## src/rtl/adau1761_cmd_sequencer.sv

```systemverilog
// Command front-end for the ADAU1761 SPI configuration engine.
// Buffers write/read/init commands in a small FIFO. Each command becomes
// exactly one single-cycle strobe to the engine. Completion is detected once
// chip-select has gone low and then stayed high for GAP_CYCLES consecutive
// cycles. A watchdog aborts commands that never complete. Each command gets
// one response, held until the consumer accepts it.
module adau1761_cmd_sequencer #(
    parameter int FIFO_DEPTH     = 4,
    parameter int GAP_CYCLES     = 4,
    parameter int TIMEOUT_CYCLES = 4096
) (
    input  logic        clk,
    input  logic        resetn,
    input  logic        cmd_valid,
    output logic        cmd_ready,
    input  logic [1:0]  cmd_op,
    input  logic [15:0] cmd_addr,
    input  logic [7:0]  cmd_data,
    output logic        rsp_valid,
    input  logic        rsp_ready,
    output logic [7:0]  rsp_data,
    output logic        rsp_timeout,
    output logic        busy,
    output logic        spi_write,
    output logic        spi_read,
    output logic        spi_init,
    output logic [15:0] spi_address,
    output logic [7:0]  spi_wdata,
    input  logic        spi_cs,
    input  logic [39:0] spi_rdata
);

    localparam int PW = $clog2(FIFO_DEPTH);
    localparam int CW = PW + 1;
    localparam int GW = $clog2(GAP_CYCLES + 1);
    localparam int TW = $clog2(TIMEOUT_CYCLES + 1);

    localparam logic [1:0] OP_WRITE = 2'b00;
    localparam logic [1:0] OP_READ  = 2'b01;
    localparam logic [1:0] OP_INIT  = 2'b10;
    localparam logic [1:0] OP_RSVD  = 2'b11;

    typedef enum logic [2:0] {
        S_IDLE, S_STROBE, S_WAIT_LOW, S_WAIT_HIGH, S_RESP, S_HOLD
    } state_t;

    state_t state, state_nxt;

    logic [15:0]   fifo_addr [FIFO_DEPTH];
    logic [7:0]    fifo_data [FIFO_DEPTH];
    logic [1:0]    fifo_op   [FIFO_DEPTH];
    logic [PW-1:0] wr_ptr, rd_ptr;
    logic [CW-1:0] count;

    logic          push, pop;
    logic [1:0]    head_op;
    logic [1:0]    op_q;
    logic [TW-1:0] tmo_cnt;
    logic [GW-1:0] gap_cnt;
    logic          tmo_flag;
    logic          tmo_exp, gap_done;

    // Upper engine shift-register bits carry nothing this block needs.
    logic unused_rdata;
    assign unused_rdata = ^spi_rdata[39:8];

    // Ready depends only on the registered count, so a full FIFO never
    // accepts a push even in a cycle where it also pops.
    assign cmd_ready = (count != CW'(FIFO_DEPTH));
    assign push      = cmd_valid && cmd_ready;
    assign pop       = (state == S_IDLE) && (count != '0);
    assign head_op   = fifo_op[rd_ptr];

    // The watchdog fires on the last permitted wait cycle; a clean completion
    // in that same cycle wins.
    assign tmo_exp  = (tmo_cnt == TW'(TIMEOUT_CYCLES - 1));
    assign gap_done = spi_cs && (gap_cnt == GW'(GAP_CYCLES - 1));

    // FIFO storage: entry payload, no reset needed.
    always_ff @(posedge clk) begin
        if (push) begin
            fifo_addr[wr_ptr] <= cmd_addr;
            fifo_data[wr_ptr] <= cmd_data;
            fifo_op[wr_ptr]   <= cmd_op;
        end
    end

    // FIFO pointers and occupancy; pointers wrap naturally at a power of two.
    always_ff @(posedge clk) begin
        if (!resetn) begin
            wr_ptr <= '0;
            rd_ptr <= '0;
            count  <= '0;
        end else begin
            if (push) wr_ptr <= wr_ptr + 1'b1;
            if (pop)  rd_ptr <= rd_ptr + 1'b1;
            count <= count + CW'(push) - CW'(pop);
        end
    end

    // State register.
    always_ff @(posedge clk) begin
        if (!resetn) state <= S_IDLE;
        else         state <= state_nxt;
    end

    // Next-state logic; reserved ops are popped in IDLE without leaving it.
    always_comb begin
        state_nxt = state;
        case (state)
            S_IDLE:      if (pop && head_op != OP_RSVD) state_nxt = S_STROBE;
            S_STROBE:    state_nxt = S_WAIT_LOW;
            S_WAIT_LOW:  if (tmo_exp) state_nxt = S_RESP;
                         else if (!spi_cs) state_nxt = S_WAIT_HIGH;
            S_WAIT_HIGH: if (gap_done || tmo_exp) state_nxt = S_RESP;
            S_RESP:      state_nxt = S_HOLD;
            S_HOLD:      if (rsp_ready) state_nxt = S_IDLE;
            default:     state_nxt = S_IDLE;
        endcase
    end

    // Command latch, completion/watchdog counters and response registers.
    always_ff @(posedge clk) begin
        if (!resetn) begin
            spi_address <= '0;
            spi_wdata   <= '0;
            op_q        <= OP_WRITE;
            tmo_cnt     <= '0;
            gap_cnt     <= '0;
            tmo_flag    <= 1'b0;
            rsp_valid   <= 1'b0;
            rsp_data    <= '0;
            rsp_timeout <= 1'b0;
        end else begin
            case (state)
                S_IDLE: begin
                    if (pop && head_op != OP_RSVD) begin
                        spi_address <= fifo_addr[rd_ptr];
                        spi_wdata   <= fifo_data[rd_ptr];
                        op_q        <= head_op;
                    end
                end
                S_STROBE: begin
                    tmo_cnt  <= '0;
                    gap_cnt  <= '0;
                    tmo_flag <= 1'b0;
                end
                S_WAIT_LOW: begin
                    tmo_cnt <= tmo_cnt + 1'b1;
                    gap_cnt <= '0;
                    if (tmo_exp) tmo_flag <= 1'b1;
                end
                S_WAIT_HIGH: begin
                    // Any low cycle restarts the gap, absorbing the short
                    // high gaps between init sub-transactions.
                    tmo_cnt <= tmo_cnt + 1'b1;
                    gap_cnt <= spi_cs ? gap_cnt + 1'b1 : '0;
                    if (tmo_exp && !gap_done) tmo_flag <= 1'b1;
                end
                S_RESP: begin
                    rsp_valid   <= 1'b1;
                    rsp_timeout <= tmo_flag;
                    rsp_data    <= (!tmo_flag && op_q == OP_READ) ? spi_rdata[7:0] : 8'h00;
                end
                S_HOLD: begin
                    if (rsp_ready) rsp_valid <= 1'b0;
                end
                default: ;
            endcase
        end
    end

    // Strobes and busy; strobes are masked by reset so none leaks out in
    // the reset cycle itself.
    always_comb begin
        spi_write = resetn && (state == S_STROBE) && (op_q == OP_WRITE);
        spi_read  = resetn && (state == S_STROBE) && (op_q == OP_READ);
        spi_init  = resetn && (state == S_STROBE) && (op_q == OP_INIT);
        busy      = (count != '0) || (state != S_IDLE);
    end

endmodule

```

## config.mk

```make
export PLATFORM = sky130hd
export DESIGN_NAME = adau1761_cmd_sequencer
export DESIGN_NICKNAME = d
export VERILOG_FILES = /design/src/rtl/adau1761_cmd_sequencer.sv
export SDC_FILE = /design/constraint.sdc
export NUM_CORES = 1
export LEC_CHECK = 0
export ABC_AREA = 1
export BUFFER_PORTS_ARGS = -buffer_cell sky130_fd_sc_hd__buf_4
export CAP_MARGIN = 20
export CORE_MARGIN = 10
export CORE_UTILIZATION = 40
export CTS_CLUSTER_SIZE = 12
export DETAILED_ROUTE_END_ITERATION = 12
export HOLD_SLACK_MARGIN = 0.06
export PLACE_DENSITY = 0.61
export SLEW_MARGIN = 20
export SYNTH_ARGS = -nofsm -noshare
export SYNTH_HDL_FRONTEND = slang
export SYNTH_SLANG_ARGS = --single-unit
```

## constraint.sdc

```tcl
create_clock -name clk -period 6.6 [get_ports clk]
set_input_delay 1.32 -clock clk [delete_from_list [all_inputs] [get_ports clk]]
set_output_delay 1.32 -clock clk [all_outputs]
set_load 0.03 [all_outputs]
```

After elaboration in Yosys (flattened, before gate mapping)
Memories as Yosys holds them, arrays and structs flattened. A register that Yosys moved wholly into a read port is not among the register bits.
Index checks and enable logic that the tools add are counted.
{"block": "word_totals", "ff_bits": 39, "mem_bits_rw": 104, "output_inout_bits": 39, "word_cells": 86, "mem_count": 3}
{"name": "fifo_addr", "words": 4, "word_bits": 16, "rd": 1, "rd_ports_with_merged_regs": 1, "wr": 1, "line": "49", "source": "logic [15:0] fifo_addr [FIFO_DEPTH];"}
{"name": "fifo_data", "words": 4, "word_bits": 8, "rd": 1, "rd_ports_with_merged_regs": 1, "wr": 1, "line": "50", "source": "logic [7:0] fifo_data [FIFO_DEPTH];"}
{"name": "fifo_op", "words": 4, "word_bits": 2, "rd": 1, "rd_ports_with_merged_regs": 1, "wr": 1, "line": "51", "source": "logic [1:0] fifo_op [FIFO_DEPTH];"}
{"block": "op_classes", "add_sub_neg": 6, "eq_ne": 17, "muxes": 19, "reduce_logical": 30}
{"cell": "one-hot mux 13 bit (2 select lines)", "n": 1}
{"cell": "two-way mux 3 bit", "n": 6}
{"cell": "one-hot mux 3 bit (6 select lines)", "n": 1}
{"cell": "adder 13 x 1 -> 13 bit, second input constant", "n": 1}
{"cell": "equality test 13 x 12 -> 1 bit, second input constant", "n": 1}
{"cell": "logical AND 1 bit", "n": 10}
{"cell": "!= test 2 bit, second input constant", "n": 5}
{"cell": "equality test 3 x 2 -> 1 bit, second input constant", "n": 3}
{"cell": "nonzero test 3 bit", "n": 3}
{"cell": "two-way mux 8 bit", "n": 1}
{"cell": "equality test 3 bit, second input constant", "n": 2}
{"cell": "!= test 3 bit, second input constant", "n": 2}
{"cell": "one-hot mux 3 bit (2 select lines)", "n": 1}
{"cell": "nonzero test 2 bit", "n": 3}
{"cell": "two-way mux 1 bit", "n": 5}
{"cell": "adder 2 x 1 -> 2 bit, second input constant", "n": 2}
{"cell": "zero test 1 bit", "n": 4}
{"cell": "two-way mux 2 bit", "n": 2}
{"cell": "AND reduction 2 bit", "n": 2}
{"cell": "AND reduction 4 bit", "n": 1}
{"cell": "OR reduction 2 bit", "n": 2}
{"cell": "adder 3 x 1 -> 3 bit", "n": 1}
{"cell": "adder 3 x 1 -> 3 bit, second input constant", "n": 1}
{"cell": "equality test 3 x 1 -> 1 bit, second input constant", "n": 1}
{"cell": "other kinds (10)", "n": 11}

Longest topological paths before layout
Gate-level depths: netlist of the first run.
{"block": "depth", "depth_word": 6, "mapped_depth": 11, "depth_no_buf": 11}

Worst setup path before layout of the first run
No wires, ideal clock.
{"block": "synth_timing", "path_type": "input -> output", "startpoint": "input resetn", "endpoint": "output spi_init", "t_arrival_ns": 2.323, "required_ns": 5.280, "path_slack_ns": 2.957, "path_stages": 3, "path_buffers": 1, "cell_sequence": "clkbuf_1 nand2_1 nor3_1"}
{"block": "synth_via", "elab_chain_cells": 2}
{"element": "start: declaration", "line": "13", "source": "input logic resetn,"}
{"element": "logical AND 1 bit (2 in series)", "line": "178", "source": "spi_init = resetn && (state == S_STROBE) && (op_q == OP_INIT);"}
{"element": "end: declaration", "line": "26", "source": "output logic spi_init,"}
Every way passes these cells.

Final worst setup path of the first run
{"block": "layout_timing", "startpoint": "input resetn", "endpoint": "output spi_write"}
{"block": "layout_via", "elab_chain_cells": 2}
{"element": "logical AND 1 bit (2 in series)", "line": "176", "source": "spi_write = resetn && (state == S_STROBE) && (op_q == OP_WRITE);"}
{"element": "end: declaration", "line": "24", "source": "output logic spi_write,"}
Every way passes these cells.

==> reports/qor.yml, run 1 <==
global_route:
  grt_max_degree: 54
  grt_pass1_wl_um: 23500
  grt-ovfl-total: 0
  grt.total_usage_pct: 13.4
  grt_pass1_vias: 4597
  antenna_found_initial: 0
synth:
  syn-num-nets: 715
  ys_seq_elements: 169
  syn-cell-area_um2: 6660
  yosysUniqueCellTypes: 29
  synthCells: 634
  synth_area_leader_cell: "edfxtp_1"
  synth-warning-count: 0
  synth_top_area_share_pct: 46.9
  seq_area_frac_synth_pct: 66.5
  avgSynthCellArea_um2: 10.5
  synth.area.top_cells: "edfxtp_1, dfxtp_1, nor2_1, o21ai_0, nand2_1"
pwr:
  power_mw: 3.40
  leakage_nw: 2.99
  pwr_density_cell_nw_per_um2: 424
  ir_drop_mv: 0.298
routing:
  vias: 4682
  route.detailed.drc: 0
  vias_per_cell: 4.97
  finalWirelength_um: 14900
  wire_per_inst_um: 15.8
  dr.pass1.iters: 4
  drtIter0Drc: 359
  ant_nets: 0
place:
  hpwl_um: 9080
  portBuffers: 77
  place_inst: 910
  gp_congestion: 0.773
cts:
  root_buffer: "clkbuf_16"
  path_clk_slew_ns: 0.06
  cts_made_buffers: 17
  htree_levels: 4
  clk_latency_ns: 0.42
  cts_tree: "yes"
  clkSinkCount: 169
  cts_setup_buffers: 0
  cts_hold_buf: 0
  clockBufferDepth: 2
  cts_resized: 0
die:
  chipWidth_um: 149
  io_pins: 110
  die-area_um2: 22200
  fp.dieH_um: 149
  rows: 47
  start_util_pct: 40.4
  core_um2: 16500
critical_path:
  cpLargestDelayFamily: "buffers and inverters"
  crit_path_max_incr_delay_ns: 0.38
  cp_max_fo: 39
  path_class: "input pin to output pin"
  path_buf_inv: 2
  crit_path_top_delay_cell: "buf_4"
  endpoint_kind: "output pin"
  cp.arrival_ns: 2.25
  crit_required_ns: 5.28
  crit_top_cell: "buf_4"
  crit_chain: "buf_4, nand2_1, nor3_1, buf_4"
  cp-start-kind: "input pin"
finish:
  drive_gt1_share_pct: 18.4
  regArea_um2: 4430
  nNetsFinal: 790
  fill_cells: 1487
  multi_input_area_um2: 1960
  n_antenna_cell: 0
  stdcell_count: 942
  area_growth_pct: 20.4
sta:
  max-slew-margin-rel_pct: 34.2
  setup_viol: 0
  setup_tns_ns: 0
  period_share_pct: 54.0
  fin_skew_ns: 0.00703
  whs_ns: 0.470
  maxSlewViolCount: 0
  period_minus_slack_ns: 3.57
  max_slew.worst_pin.slew_ns: 0.982
  finalHoldViolations: 0
  max_freq_mhz: 280
  rsz0062_at_grt: "false"
run_status:
  status: "completed"
worst_hold_path:
  min_path_type: "flip-flop to flip-flop"
run:
  drv_cap: 0
-- final timing paths --
path	cells past startpoint	startpoint	slack (ns)	end
setup / recovery	4	resetn	3.03	spi_write
hold / removal	2	rsp_timeout	0.47	rsp_timeout
setup reg to reg	5	rd_ptr[1]	4.36	spi_wdata[0]
hold reg to reg	2	rsp_timeout	0.47	rsp_timeout
-- cell usage after synthesis --
master / n
a21oi_1: 35
a21oi_2: 1
a31oi_1: 25
buf_2: 4
buf_6: 4
clkbuf_1: 19
clkinv_1: 2
dfxtp_1: 65
edfxtp_1: 104
fa_1: 1
ha_1: 9
inv_1: 34
inv_2: 4
nand2_1: 80
nand2_2: 2
nand2_4: 5
nand3_1: 14
nand4_1: 4
nor2_1: 118
nor2_2: 1
nor2_8: 1
nor3_1: 7
nor3_2: 2
nor3_4: 1
o21ai_0: 80
o21ai_1: 9
or3_1: 1
xnor2_1: 1
xor2_1: 1
-- area by class of cell --
class,count,area share [%]
flip-flops and latches,169,55.2
multi-input cells,398,24.4
repair buffers,83,7.77
clock buffers,20,5.45
well taps,220,3.43
clock inverters,12,1.87
inverters,40,1.87
-- layout by cell type, fill, tap and decap left out, drive strengths merged, types with 2 or more instances in the layout --
cell	count
nor2	120
nor3	10
buf	83
inv	39
nand4	4
edfxtp	104
clkbuf	20
dfxtp	65
o21ai	89
nand2	87
clkinv	8
ha	9
clkinvlp	2
a21oi	36
a31oi	25
bufinv	3
nand3	14
-- state kept, by name (all words and copies together), names as in the netlist, 2 cells and up, named ones only --
register,flops
fifo_addr,64
op_q,2
rsp_data,8
fifo_op,8
spi_wdata,8
wr_ptr,2
gap_cnt,3
fifo_data,32
tmo_cnt,13
rd_ptr,2
spi_address,16
count,3
state,3
-- per-layer routing --
| layer | part of all wire (%) | vias to the layer above | track usage, % |
|---|---|---|---|
| met5 | 0 | - | 0 |
| met4 | 0.92 | 0 | 3.93 |
| met3 | 6.8 | 13 | 5.01 |
| met1 | 45 | 2218 | 16.3 |
| li1 | - | 2333 | - |
| met2 | 48 | 118 | 21.7 |
-- stage by stage --
step                area (um^2)  worst slack [ns]  utilization (%)
floorplan                  6660              2.96                -
global placement           7430              3.06             45.1
detailed placement         7430              3.01             45.1
CTS                        8020              3.00             48.7
global route               8020              2.91             48.7
finish                     8020              3.03             48.7
-- logic make-up after synthesis --
| group | share of synthesized area [%] |
|---|---|
| adder cells (fa/ha/maj) | 1.99 |
| AND/OR/NAND/NOR | 15.2 |
| flip-flops | 66.5 |
| AO/OA/AOI/OAI | 11.8 |
| XOR/XNOR | 0.263 |
| buffers and inverters | 4.30 |
-- worst reg2reg max path, delay by kind of cell, from the launching register on --
family / cells / cell delay [ns]
AOI/OAI and AO/OA: 2 / 0.35
buffers and inverters: 2 / 1.23
DFF: 1 / 0.30
and+or+nand+nor: 1 / 0.29
-- where the power goes --
group / switching [mW] / total [mW] / internal, mW
clock network: 0.394 / 0.988 / 0.594
logic: 0.725 / 1.04 / 0.316
registers: 0.0813 / 1.37 / 1.29
total: 1.20 / 3.40 / 2.20
Power figures use the tool's default switching activity.
==> inputs of run 2 (changes only) <==
- PLACE_DENSITY: 0.61 -> 0.63
- clock period: 6.6 -> 3.2 ns (I/O delays scaled with it)
==> reports/qor.yml, run 2 (synthesis gave the netlist of run 1 again) <==
sta:
  max-slew-margin-rel_pct: 50.4
  max_freq_mhz: 437
  fin_skew_ns: 0.00922
  period_share_pct: 71.6
  setup_viol: 0
  maxSlewViolCount: 0
  rsz0062_at_grt: "false"
  period_minus_slack_ns: 2.29
  max_slew.worst_pin.slew_ns: 0.743
  finalHoldViolations: 0
  setup_tns_ns: 0
finish:
  largest_register: "fifo_addr"
  nNetsFinal: 792
  multi_input_area_um2: 1960
  drive_gt1_share_pct: 18.9
  largest_reg_flops: 64
  n_antenna_cell: 0
  fin_area_um2: 7990
  regArea_um2: 4430
  area_growth_pct: 20.0
  layout_commonest_cell: "nor2_1"
  fill_cells: 1491
  postLayoutCoreUtil_pct: 48.5
  mostFrequentLayoutCells: "nor2_1, edfxtp_1, buf_4"
  reg_top3: "fifo_addr (64), fifo_data (32), spi_address (16)"
global_route:
  antenna_found_initial: 0
  grt_max_degree: 53
  grt.total_usage_pct: 13.3
  grt_pass1_wl_um: 23400
  grt_pass1_vias: 4742
  grt-ovfl-total: 0
run:
  drv_cap: 0
critical_path:
  path_buf_inv: 2
  endpoint_kind: "output pin"
  cp.arrival_ns: 1.65
  crit_top_cell: "nand2_1"
  cpLargestDelayFamily: "simple AND/OR/NAND/NOR gates"
  cp-start-kind: "flip-flop"
  crit_path_top_delay_cell: "dfxtp_1"
  crit_path_max_incr_delay_ns: 0.37
  cp_max_fo: 6
  crit_required_ns: 2.56
  path_class: "flip-flop to output pin"
  crit_chain: "inv_2, nand2_1, nor2_1, nand2_1, nor3_1, buf_4"
routing:
  vias_per_cell: 5.02
  ant_nets: 0
  drtIter0Drc: 217
  finalWirelength_um: 14500
  wire_per_inst_um: 15.4
  vias: 4739
  route.detailed.drc: 0
  dr.pass1.iters: 5
pwr:
  pwr_density_cell_nw_per_um2: 854
  leakage_nw: 2.98
  ir_drop_mv: 0.535
cts:
  htree_levels: 4
  cts_setup_buffers: 0
  cts_resized: 0
  cts_tree: "yes"
  cts_hold_buf: 0
  path_clk_slew_ns: 0.07
  clkSinkCount: 169
  cts_made_buffers: 17
  root_buffer: "clkbuf_16"
  clockBufferDepth: 2
  clk_latency_ns: 0.42
die:
  core_um2: 16500
  rows: 47
  start_util_pct: 40.4
  die-area_um2: 22200
  io_pins: 110
  chipWidth_um: 149
  fp.dieH_um: 149
place:
  gp_congestion: 0.828
  portBuffers: 77
  hpwl_um: 9160
  place_area_um2: 7450
run_status:
  status: "completed"
worst_hold_path:
  min_path_type: "input pin to flip-flop"
## run 2: per-layer routing
layer / GRT usage [%] / wire (um) / vias to the layer above
met5: 0 / 0 / -
met4: 5.84 / 297 / 0
met3: 3.94 / 840 / 24
met2: 22.6 / 7180 / 118
met1: 15.2 / 6220 / 2259
li1: - / - / 2338
## run 2: worst paths after layout
| path | slack, ns | end | start | cells past startpoint |
|---|---|---|---|---|
| hold / removal | 0.42 | fifo_data[0][3] | cmd_data[3] | 1 |
| hold reg to reg | 0.45 | rsp_timeout | rsp_timeout | 2 |
| setup reg to reg | 1.04 | count[2] | count[1] | 11 |
| setup / recovery | 0.91 | spi_write | state[2] | 6 |
## run 2: metrics by stage
step	setup slack, ns	hold slack (ns)	power [mW]	instances
after CTS	0.924	0.398	6.90	944
after floorplan	0.686	0.441	4.46	634
after detailed placement	0.885	0.438	5.02	912
after global routing	0.807	0.398	7.27	944
after global placement	0.902	0.436	4.97	912
final	0.910	0.417	6.82	944
## run 2: cell type report
| class | instances | area share, % |
|---|---|---|
| sequential | 169 | 55.4 |
| multi-input combinational | 398 | 24.5 |
| inverter | 40 | 1.88 |
| clock buffer | 18 | 5.37 |
| clock inverter | 14 | 1.44 |
| timing repair buffer | 85 | 7.99 |
| tap | 220 | 3.45 |
## run 2: power breakdown
part           total (mW)  leakage (nW)  internal [mW]  switching, mW
logic                2.14          1.23          0.656           1.48
clock network        1.87         0.264           1.01          0.859
registers            2.81          1.48           2.65          0.161
total                6.82          2.98           4.32           2.50
## run 2: worst reg2reg max path: stages (launching register included)
cell and delay (ns):
dfxtp_1 0.46, nor2_1 0.07, nand2_1 0.08, nand2_1 0.25
ha_1 0.38, inv_1 0.05, ha_1 0.13, inv_1 0.05
fa_1 0.35, inv_1 0.07, o21ai_0 0.08, a21oi_1 0.13
==> inputs of run 3 (changes only) <==
- PLACE_DENSITY: 0.63 -> 0.61
- clock period: 3.2 -> 2.35 ns (I/O delays scaled with it)
==> reports/qor.yml, run 3 (synthesis gave the netlist of run 1 again) <==
cts:
  clockBufferDepth: 2
  clkSinkCount: 169
  cts_hold_buf: 0
  cts_resized: 0
  path_clk_slew_ns: 0.06
  clk_latency_ns: 0.43
  cts_tree: "yes"
  cts_setup_buffers: 0
  root_buffer: "clkbuf_16"
  htree_levels: 4
  cts_made_buffers: 17
routing:
  dr.pass1.iters: 4
  finalWirelength_um: 15000
  wire_per_inst_um: 15.8
  vias: 4662
  route.detailed.drc: 0
  drtIter0Drc: 289
  ant_nets: 0
  vias_per_cell: 4.92
global_route:
  antenna_found_initial: 0
  grt_pass1_wl_um: 23600
  grt_max_degree: 50
  grt.total_usage_pct: 13.6
  grt_pass1_vias: 4689
  grt-ovfl-total: 0
run_status:
  status: "completed"
sta:
  setup_tns_ns: 0
  finalHoldViolations: 0
  max-slew-margin-rel_pct: 50.8
  max_slew.worst_pin.slew_ns: 0.737
  period_minus_slack_ns: 2.09
  period_share_pct: 88.9
  setup_viol: 0
  max_freq_mhz: 479
  rsz0062_at_grt: "false"
  maxSlewViolCount: 0
  fin_skew_ns: 0.00726
pwr:
  p_int_mw: 6.13
  leakage_nw: 3.02
  swShare_pct: 36.0
  power_switching_mw: 3.45
  pwr_density_cell_nw_per_um2: 1190
  ir_drop_mv: 0.817
  p_comb_share_pct: 30.6
  power_mw: 9.58
  p_clk_share_pct: 28.9
  power.share.sequential_pct: 40.4
finish:
  largest_register: "fifo_addr"
  reg_top3: "fifo_addr (64), fifo_data (32), spi_address (16)"
  nNetsFinal: 796
  largest_reg_flops: 64
  drive_gt1_share_pct: 19.5
  fin_area_um2: 8070
  mostFrequentLayoutCells: "nor2_1, edfxtp_1, buf_4"
  area_growth_pct: 21.2
  fill_cells: 1481
  layout_commonest_cell: "nor2_1"
  n_antenna_cell: 0
die:
  core_um2: 16500
  start_util_pct: 40.4
  chipWidth_um: 149
  io_pins: 110
  die-area_um2: 22200
  rows: 47
  fp.dieH_um: 149
critical_path:
  endpoint_kind: "output pin"
  cp.arrival_ns: 1.62
  cp_max_fo: 6
  path_class: "flip-flop to output pin"
  crit_required_ns: 1.88
  cp-start-kind: "flip-flop"
place:
  place_area_um2: 7480
  portBuffers: 77
  hpwl_um: 9500
  gp_congestion: 0.808
run:
  drv_cap: 0
worst_hold_path:
  min_path_type: "input pin to flip-flop"
==> run 3: cell types whose count changed in the layout (fill, tap and decap cells not counted) <==
cell	change
inv_6	-1
bufinv_16	+2
clkinv_2	-1
buf_4	+4
clkinv_1	-1
clkinvlp_4	+2
clkinv_4	-1
==> run 3: layout make-up <==
cell class / instances / area (um^2) / area share (%)
inverter: 40 / 150 / 1.86
clock inverter: 14 / 164 / 2.03
clock buffer: 18 / 429 / 5.32
sequential: 169 / 4430 / 54.8
timing repair buffer: 89 / 668 / 8.28
multi-input combinational: 398 / 1960 / 24.3
tap: 220 / 275 / 3.41
==> run 3: per-stage QoR <==
| stage | setup slack, ns | cells | hold WS (ns) | util (%) |
|---|---|---|---|---|
| floorplan | -0.164 | 634 | 0.441 | - |
| global placement | 0.412 | 916 | 0.437 | 45.4 |
| detailed placement | 0.333 | 916 | 0.451 | 45.4 |
| CTS | 0.254 | 948 | 0.222 | 49.0 |
| global route | 0.133 | 948 | 0.223 | 49.0 |
| finish | 0.262 | 948 | 0.241 | 49.0 |
==> run 3: worst paths after layout <==
check              start             to  slack [ns]  cells past startpoint
min            cmd_op[1]  fifo_op[3][1]        0.24                      1
max reg2reg     state[0]       count[2]        0.32                     11
max             state[2]       spi_init        0.26                      6
min reg2reg  rsp_timeout    rsp_timeout        0.46                      2
==> run 3: metal layers <==
metal | GRT usage, % | part of all wire [%] | vias up
met4 | 4.02 | 1.1 | 0
met3 | 4.52 | 6.3 | 20
met2 | 23.3 | 50 | 112
li1 | - | - | 2342
met1 | 15.8 | 43 | 2188
met5 | 0 | 0 | -
==> run 3: power by group through the flow <==
stage	Clock, mW	Combinational (mW)	Sequential, mW
floorplan	0	1.93	4.13
global placement	0	2.89	3.92
detailed placement	0	2.98	3.93
CTS	2.84	2.99	3.87
global route	2.95	3.29	3.92
finish	2.77	2.93	3.87
==> run 3: worst max-delay path, cell delays in order (launching register included) <==
cell	delay (ns)
dfxtp_1	0.37
inv_2	0.13
nand2_1	0.06
nor2_1	0.17
nand2_1	0.12
nor3_1	0.16
buf_4	0.19
